===== src/rtl/pipeline_ctrl.sv =====
// Pipeline stall/flush controller: merges stage stall requests and turns EX redirects into flushes and a PC load.
// Optional performance counters are enabled with `define CTRL_PERF_CNT_EN.
module pipeline_ctrl #(
  parameter int ADDR_W = 32,
  parameter int CNT_W  = 32
) (
  input  logic              clk,
  input  logic              rst,
  input  logic              stallreq_if,
  input  logic              stallreq_id,
  input  logic              stallreq_mem,
  input  logic              ex_branch_i,
  input  logic [ADDR_W-1:0] ex_target_i,
  output logic [5:0]        stall,
  output logic              if_idflush_o,
  output logic              id_exflush_o,
  output logic              pc_redirect_o,
  output logic [ADDR_W-1:0] pc_target_o,
  output logic [CNT_W-1:0]  stall_cycles_o,
  output logic [CNT_W-1:0]  flush_count_o
);

  typedef enum logic {
    IDLE = 1'b0,
    PEND = 1'b1
  } state_t;

  state_t            state_q;
  logic [ADDR_W-1:0] tgt_q;
  logic [5:0]        stall_c;
  logic              accept;
  logic              pc_free;

  // Reset gates the combinational vector so every output reads 0 while rst is low.
  always_comb begin
    stall_c = '0;
    if (rst) begin
      if (stallreq_mem)     stall_c = 6'b011111;
      else if (stallreq_id) stall_c = 6'b000111;
      else if (stallreq_if) stall_c = 6'b000011;
    end
  end

  assign stall   = stall_c;
  assign accept  = rst & ex_branch_i & ~stall_c[3];
  assign pc_free = ~stall_c[0];

  always_comb begin
    if_idflush_o  = 1'b0;
    id_exflush_o  = 1'b0;
    pc_redirect_o = 1'b0;
    pc_target_o   = tgt_q;
    if (rst) begin
      unique case (state_q)
        IDLE: begin
          if_idflush_o  = accept;
          id_exflush_o  = accept;
          pc_redirect_o = accept & pc_free;
        end
        PEND: begin
          if_idflush_o  = 1'b1;
          id_exflush_o  = 1'b1;
          pc_redirect_o = pc_free;
        end
        default: ;
      endcase
    end
    // A branch accepted in the redirect cycle supersedes any held target.
    if (accept && pc_free) pc_target_o = ex_target_i;
  end

  always_ff @(posedge clk or negedge rst) begin
    if (!rst) begin
      state_q <= IDLE;
      tgt_q   <= '0;
    end else begin
      if (accept) tgt_q <= ex_target_i;
      unique case (state_q)
        IDLE:    if (accept && !pc_free) state_q <= PEND;
        PEND:    if (pc_free) state_q <= IDLE;
        default: state_q <= IDLE;
      endcase
    end
  end

`ifdef CTRL_PERF_CNT_EN
  logic [CNT_W-1:0] stall_cnt_q;
  logic [CNT_W-1:0] flush_cnt_q;

  always_ff @(posedge clk or negedge rst) begin
    if (!rst) begin
      stall_cnt_q <= '0;
      flush_cnt_q <= '0;
    end else begin
      if (stall_c[0])    stall_cnt_q <= stall_cnt_q + 1'b1;
      if (pc_redirect_o) flush_cnt_q <= flush_cnt_q + 1'b1;
    end
  end

  assign stall_cycles_o = stall_cnt_q;
  assign flush_count_o  = flush_cnt_q;
`else
  assign stall_cycles_o = '0;
  assign flush_count_o  = '0;
`endif

endmodule


===== config.mk =====
export PLATFORM = sky130hd
export DESIGN_NAME = pipeline_ctrl
export DESIGN_NICKNAME = d
export VERILOG_FILES = /design/src/rtl/pipeline_ctrl.sv
export SDC_FILE = /design/constraint.sdc
export NUM_CORES = 1
export LEC_CHECK = 0
export BUFFER_PORTS_ARGS = -buffer_cell sky130_fd_sc_hd__buf_2
export CORE_ASPECT_RATIO = 0.6
export CORE_MARGIN = 2
export CORE_UTILIZATION = 40
export CTS_CLUSTER_SIZE = 14
export DETAILED_ROUTE_END_ITERATION = 16
export PLACE_DENSITY = 0.72
export SETUP_SLACK_MARGIN = 0.02
export SLEW_MARGIN = 20
export SYNTH_ARGS = -nofsm -noshare
export SYNTH_HDL_FRONTEND = slang
export SYNTH_SLANG_ARGS = --single-unit
export TNS_END_PERCENT = 20

===== constraint.sdc =====
create_clock -name clk -period 3.1 [get_ports clk]
set_clock_uncertainty 0.05 [all_clocks]
set_input_delay 0 -clock clk [delete_from_list [all_inputs] [get_ports clk]]
set_output_delay 0 -clock clk [all_outputs]
set_load 0.03 [all_outputs]

==> impl_metrics.tcl, run 1 <==
set metrics [dict create \
    holdWs_ns 0.172 \
    power_density_nw_per_um2 533 \
    post_drt_wl_per_cell_um 11.4 \
    n_antenna_cell 0 \
    synth_top_area_share_pct 35.4 \
    area_delta_synth_final_pct 26.2 \
    synth-seq-area-share_pct 35.4 \
    period_needed_ns 2.41 \
    core-area_sq_um 5600 \
    hpwlAfterDp_um 2900 \
    nets 334 \
    post-route-util_pct 52.6 \
    vias_per_cell 3.88 \
    yosysUniqueCellTypes 18 \
    rsz0062_at_grt "no" \
    grt_use_met2_pct 19.4 \
    ios 143 \
    clk_pin_slew_ns 0.06 \
    grt_pass1_wl_um 6400 \
    start_util_pct 41.6 \
    crit_type "input pin to output pin" \
    overflow 0 \
    drive_above_1_share_pct 52.2 \
    die_y_um 63.1 \
    async_reset_ff_share_pct 100 \
    finalWorstSetupSlack_ns 0.687 \
    drv_slew 0 \
    synth_flop_cell "dfrtp_1" \
    synthTopCellsByArea "dfrtp_1 35%, buf_4 22%, mux2_4 19%, mux2_2 16%, buf_12 2.6%" \
    yosysTopAreaCell "dfrtp_1" \
    cts_num_sinks 33 \
    cp-start-kind "input pin" \
    worstSetupEndpointType "output pin" \
    drtIter0Drc 24 \
    io_buffers 77 \
    yosysWarnings 0 \
    hold_class "input pin to register" \
    htreeDepth 2 \
    wirelength_um 4310 \
    gp_congestion 0.688 \
    critPathArrivalTime_ns 2.36 \
    cts_tree "done" \
    clock_path_buffers 2 \
    power_leakage_uw 0.00152 \
    drcViolationCount 0 \
    maxCapViolations 0 \
    fin_tns_setup_ns 0 \
    status "finished, final reports clean" \
    dpl_worst_slack_ns 1.25 \
    vias 1461 \
    layout_common_cells "77 x buf_2, 65 x conb_1, 35 x dlygate4sd3_1" \
    grt_pass1_vias 1331 \
    synth_edf_count 0 \
    final_common_cell "buf_2" \
    synthCells 184 \
    cts_inserted_buffers 5 \
    finalHoldViolations 0 \
    fin_crit_sh_pct 77.8 \
    synth_area_per_cell_sq_um 12.7 \
    drt_pass1_iterations 3 \
    cts-root-buf "clkbuf_8" \
    grt_max_degree 39 \
    crit_required_ns 3.05 \
    ant_nets 0 \
    fmax_mhz 414 \
    top_usage_layer "met2" \
    track_usage_pct 12.9 \
    die_area_sq_um 6470 \
    gr-usage-met1_pct 16.9 \
    worstMarginPinSlew_ns 0.509 \
    use_met3_pct 5.44 \
    crit_fanout 17 \
    peakVddDrop_mv 0.277 \
    finalSetupViolCount 0 \
    slew_headroom_pct 66.1 \
    syn_area_sq_um 2330 \
    synth-seq-cells 33 \
    antenna_found_initial 0 \
    rows 21 \
    die_x_um 103 \
    insertion_delay_ns 0.27 \
]
[cell type report]
class	instances	area, sq um
inverter	1	3.75
fill	518	2650
multi-input combinational	139	1150
clock buffer	7	96.3
timing repair buffer	116	766
clock inverter	1	5.00
tap	80	100
sequential	33	826
[flip-flops by register name, indices dropped and copies added, names as in the netlist]
name     cells
state_q      1
tgt_q       32
[repair_timing]
item	4_1_cts	5_1_grt
hold buffers	35	0
hold endpoints to repair	66	0
buffers inserted	0	0
setup endpoints to repair	0	0
resized for setup	0	0
[path summary, 6_finish.rpt]
path | from | cells past startpoint | endpoint | slack, ns
max in group asynchronous | rst | 3 | tgt_q[29] | 2.38
hold / removal | ex_branch_i | 4 | state_q | 0.17
setup / recovery | stallreq_if | 7 | pc_target_o[9] | 0.69
hold reg to reg | tgt_q[0] | 1 | tgt_q[0] | 0.45
setup reg to reg | state_q | 2 | state_q | 2.20
min in group asynchronous | rst | 3 | tgt_q[31] | 0.30
[metal layers]
metal,up-vias,part of all wire (%)
met2,67,46
li1,710,-
met3,4,9.1
met1,680,45
met4,0,0.63
met5,-,0
[critical path, stage by stage]
cell and delay (ns):
dlygate4sd3_1 0.54, buf_2 0.13, nor3_2 0.21, and3_2 0.55
buf_4 0.40, mux2_4 0.33, buf_2 0.18
[cells in the mapped netlist, types with 2 or more instances]
cell     number
mux2_2       34
and2b_1       2
mux2_4       30
buf_2         3
buf_12        3
buf_4        68
dfrtp_1      33
[where the power goes]
part           switching, uW  internal, uW
Combinational            397           270
Clock                    151           201
Sequential              39.0           511
[per-stage QoR]
stage,std cells,total power [uW],cell area [sq um]
6_report,377,1570,2940
5_1_grt,377,1650,2940
4_1_cts,377,1580,2940
3_5_place_dp,334,1190,2490
3_3_place_gp,334,1180,2490
2_1_floorplan,248,1120,2570
[kinds of logic (layout without fill, tap and decap cells)]
group	after synthesis	count (layout)	synth area share [%]
buffers and inverters	76	125	25.8
muxes	64	64	35.7
DFF	33	33	35.4
and+or+nand+nor	8	8	2.36
AOI/OAI and AO/OA	2	2	0.537
other	1	65	0.161
Note: power is estimated with default switching activity, not from simulation.
==> run 2, diff against run 1 <==
- clock period: 3.1 -> 2.3 ns (I/O delays scaled with it)
==> impl_metrics.tcl, run 2 (synthesis results as in run 1) <==
set metrics [dict create \
    clk_pin_slew_ns 0.06 \
    peakVddDrop_mv 0.337 \
    top_register "tgt_q" \
    grt_use_met2_pct 22.7 \
    die_y_um 63.1 \
    fin_tns_setup_ns 0 \
    n_antenna_cell 0 \
    gr-usage-met1_pct 16.4 \
    power_density_nw_per_um2 708 \
    overflow 0 \
    ios 143 \
    insertion_delay_ns 0.27 \
    largest_register_ffs 32 \
    top_usage_layer "met2" \
    ant_nets 0 \
    core-area_sq_um 5600 \
    finalSetupViolCount 0 \
    start_util_pct 41.6 \
    nets 335 \
    hpwlAfterDp_um 3080 \
    maxCapViolations 0 \
    finalWorstSetupSlack_ns 0.225 \
    cts_resized 0 \
    worstPathCellList "dlygate4sd3_1, buf_2, and3_2, buf_4, mux2_4, buf_2" \
    use_met3_pct 6.10 \
    drv_slew 0 \
    status "finished, final reports clean" \
    drive_above_1_share_pct 51.9 \
    gp_congestion 0.701 \
    dpl_worst_slack_ns 0.751 \
    finalHoldViolations 0 \
    cp-start-kind "input pin" \
    antenna_found_initial 0 \
    crit_required_ns 2.25 \
    vias_per_cell 3.98 \
    cts_tree "done" \
    grt_max_degree 21 \
    holdWs_ns 0.159 \
    cp_slowest_cell "dlygate4sd3_1" \
    regToRegSetupSlack_ns 1.42 \
    area_delta_synth_final_pct 25.9 \
    rows 21 \
    critPathArrivalTime_ns 2.03 \
    drcViolationCount 0 \
    clock_path_buffers 2 \
    crit_top_cell "buf_2" \
    post_drt_wl_per_cell_um 12.1 \
    cts_inserted_buffers 5 \
    wirelength_um 4580 \
    grt_pass1_vias 1439 \
    period_needed_ns 2.08 \
    die_area_sq_um 6470 \
    fmax_mhz 482 \
    cts-root-buf "clkbuf_8" \
    fill_cells 510 \
    drt_pass1_iterations 4 \
    vias 1499 \
    hold_class "input pin to asynchronous set/reset pin" \
    cpPeakStageDelay_ns 0.52 \
    track_usage_pct 13.8 \
    crit_type "input pin to output pin" \
    fin_crit_sh_pct 90.2 \
    final_common_cell "buf_2" \
    cts_num_sinks 33 \
    largestRegisters "tgt_q (32), state_q (1)" \
    power_leakage_uw 0.00152 \
    rsz0062_at_grt "no" \
    io_buffers 77 \
    post-route-util_pct 52.4 \
    drtIter0Drc 21 \
    htreeDepth 2 \
    crit_fanout 20 \
    grt_pass1_wl_um 6820 \
    layout_common_cells "77 x buf_2, 65 x conb_1, 35 x dlygate4sd3_1" \
    worstSetupEndpointType "output pin" \
    die_x_um 103 \
]
==> run 2: where the power goes <==
group	internal, uW	switching [uW]
Sequential	688	53.2
Combinational	364	538
Clock	237	198
Total	1290	789
==> run 2: path summary, 6_finish.rpt <==
check	start	to	depth (start not counted)
setup / recovery	rst	pc_target_o[10]	6
hold / removal	rst	tgt_q[12]	2
setup reg to reg	state_q	state_q	2
hold reg to reg	tgt_q[16]	tgt_q[16]	1
max in group asynchronous	rst	state_q	3
min in group clk	ex_branch_i	state_q	4
==> run 2: timing repair <==
action,in CTS,in global routing
endpoints found under the hold margin,50,0
hold buffers,35,0
setup buffers,0,0
==> run 2: critical path: cells and delay by family <==
family	cells	cell delay, ns
buffers and inverters	4	1.41
multiplexers	1	0.33
AND/OR/NAND/NOR	1	0.28
==> run 2: layout make-up <==
| class | count | area, sq um | area share, % |
|---|---|---|---|
| repair buffers | 117 | 773 | 26.3 |
| multi-input cells | 139 | 1150 | 39.0 |
| clock buffers | 7 | 86.3 | 2.94 |
| flip-flops and latches | 33 | 826 | 28.1 |
| inverters | 1 | 3.75 | 0.128 |
| well taps | 80 | 100 | 3.41 |
==> run 2: metrics by stage <==
stage | power, uW | instances | cell area, sq um
2_1_floorplan | 1500 | 248 | 2570
3_3_place_gp | 1590 | 335 | 2500
3_5_place_dp | 1610 | 335 | 2500
4_1_cts | 2090 | 377 | 2940
5_1_grt | 2190 | 377 | 2940
6_report | 2080 | 377 | 2940
==> run 2: layer usage <==
layer | routed length, um | part of all wire [%]
met1 | 1910 | 42
met2 | 2190 | 48
met3 | 438 | 9.6
met4 | 39 | 0.85
met5 | 0 | 0
==> run 3, diff against run 2 <==
- ABC_CLOCK_PERIOD_IN_PS: not set -> 2300
- CTS_BUF_LIST: not set -> sky130_fd_sc_hd__clkbuf_8
==> impl_metrics.tcl, run 3 (synthesis results as in run 1) <==
set metrics [dict create \
    status "finished, final reports clean" \
    period_needed_ns 2.08 \
    wirelength_um 4570 \
    vias 1497 \
    power_density_nw_per_um2 707 \
    die_x_um 103 \
    drv_slew 0 \
    final_common_cell "buf_2" \
    cts_tree "done" \
    maxCapViolations 0 \
    worstSetupEndpointType "output pin" \
    largest_register_ffs 32 \
    dp_cells 335 \
    power_leakage_uw 0.00152 \
    finalNonFillerCells 377 \
    overflow 0 \
    antenna_found_initial 0 \
    cp-start-kind "input pin" \
    cts-root-buf "clkbuf_8" \
    critPathArrivalTime_ns 2.03 \
    post_drt_wl_per_cell_um 12.1 \
    rows 21 \
    core-area_sq_um 5600 \
    drive_above_1_share_pct 51.9 \
    cts_resized 0 \
    rsz0062_at_grt "no" \
    track_usage_pct 13.8 \
    drt_pass1_iterations 4 \
    crit_type "input pin to output pin" \
    top_register "tgt_q" \
    clock_path_buffers 2 \
    io_buffers 77 \
    vias_per_cell 3.97 \
    n_antenna_cell 0 \
    finalHoldViolations 0 \
    layout_common_cells "77 x buf_2, 65 x conb_1, 35 x dlygate4sd3_1" \
    start_util_pct 41.6 \
    largestRegisters "tgt_q (32), state_q (1)" \
    clk_pin_slew_ns 0.06 \
    hold_class "input pin to asynchronous set/reset pin" \
    insertion_delay_ns 0.27 \
    fill_cells 510 \
    finalSetupViolCount 0 \
    die_y_um 63.1 \
    nets 335 \
    ios 143 \
    area_delta_synth_final_pct 25.9 \
    cts_num_sinks 33 \
    cts_inserted_buffers 5 \
    drtIter0Drc 20 \
    fin_crit_sh_pct 90.2 \
    grt_max_degree 21 \
    fin_tns_setup_ns 0 \
    htreeDepth 2 \
    grt_pass1_vias 1439 \
    crit_required_ns 2.25 \
    ant_nets 0 \
    grt_pass1_wl_um 6820 \
    hpwlAfterDp_um 3080 \
    drcViolationCount 0 \
    crit_fanout 20 \
    die_area_sq_um 6470 \
    fmax_mhz 482 \
    peakVddDrop_mv 0.337 \
    gp_congestion 0.701 \
]
[run 3: changes by cell type in the layout (fill, tap and decap cells not counted), sizes merged]
cell and delta:
clkbuf -1, inv +1
[run 3: path summary, 6_finish.rpt]
path	from	cells after the start	slack [ns]	endpoint
setup / recovery	rst	6	0.22	pc_target_o[10]
hold / removal	rst	2	0.16	tgt_q[12]
setup reg to reg	state_q	2	1.42	state_q
hold reg to reg	tgt_q[16]	1	0.46	tgt_q[16]
max in group asynchronous	rst	3	1.42	state_q
min in group clk	ex_branch_i	4	0.17	state_q
[run 3: final cells by class]
type                    count  area [sq um]  share of cell area, %
multi-input cells         139          1150                   39.0
flip-flops and latches     33           826                   28.1
repair buffers            117           773                   26.3
well taps                  80           100                   3.41
clock buffers               6          82.6                   2.81
clock inverters             1          3.75                  0.128
inverters                   1          3.75                  0.128
[run 3: power by group]
part / switching [uW] / total (uW) / leakage [uW] / internal [uW]
sequential: 53.0 / 741 / 0.000392 / 688
clock: 197 / 430 / 0.0000485 / 233
combinational: 538 / 902 / 0.00108 / 365
[run 3: critical path, stage by stage]
cell           delay, ns
dlygate4sd3_1       0.52
buf_2               0.39
and3_2              0.28
buf_4               0.32
mux2_4              0.33
buf_2               0.18
[run 3: stage by stage]
stage	total power (uW)	setup WS (ns)	hold WS, ns	area (sq um)	util (%)
2_1_floorplan	1500	0.919	-0.346	2570	-
3_3_place_gp	1590	0.769	-0.0941	2500	44.6
3_5_place_dp	1610	0.751	-0.0882	2500	44.6
4_1_cts	2090	0.211	0.146	2940	52.4
5_1_grt	2190	0.0835	0.176	2940	52.4
6_report	2070	0.225	0.159	2940	52.4
[run 3: routing by layer]
metal	up-vias	part of all wire, %	track usage (%)
met1	711	42	16.4
met4	0	0.85	4.00
met5	-	0	0
met3	7	9.6	6.10
li1	709	-	-
met2	70	48	22.7
[run 3: what timing repair did]
item                      CTS  global route
hold buffers               35             0
hold endpoints to repair   50             0
buffers inserted            0             0
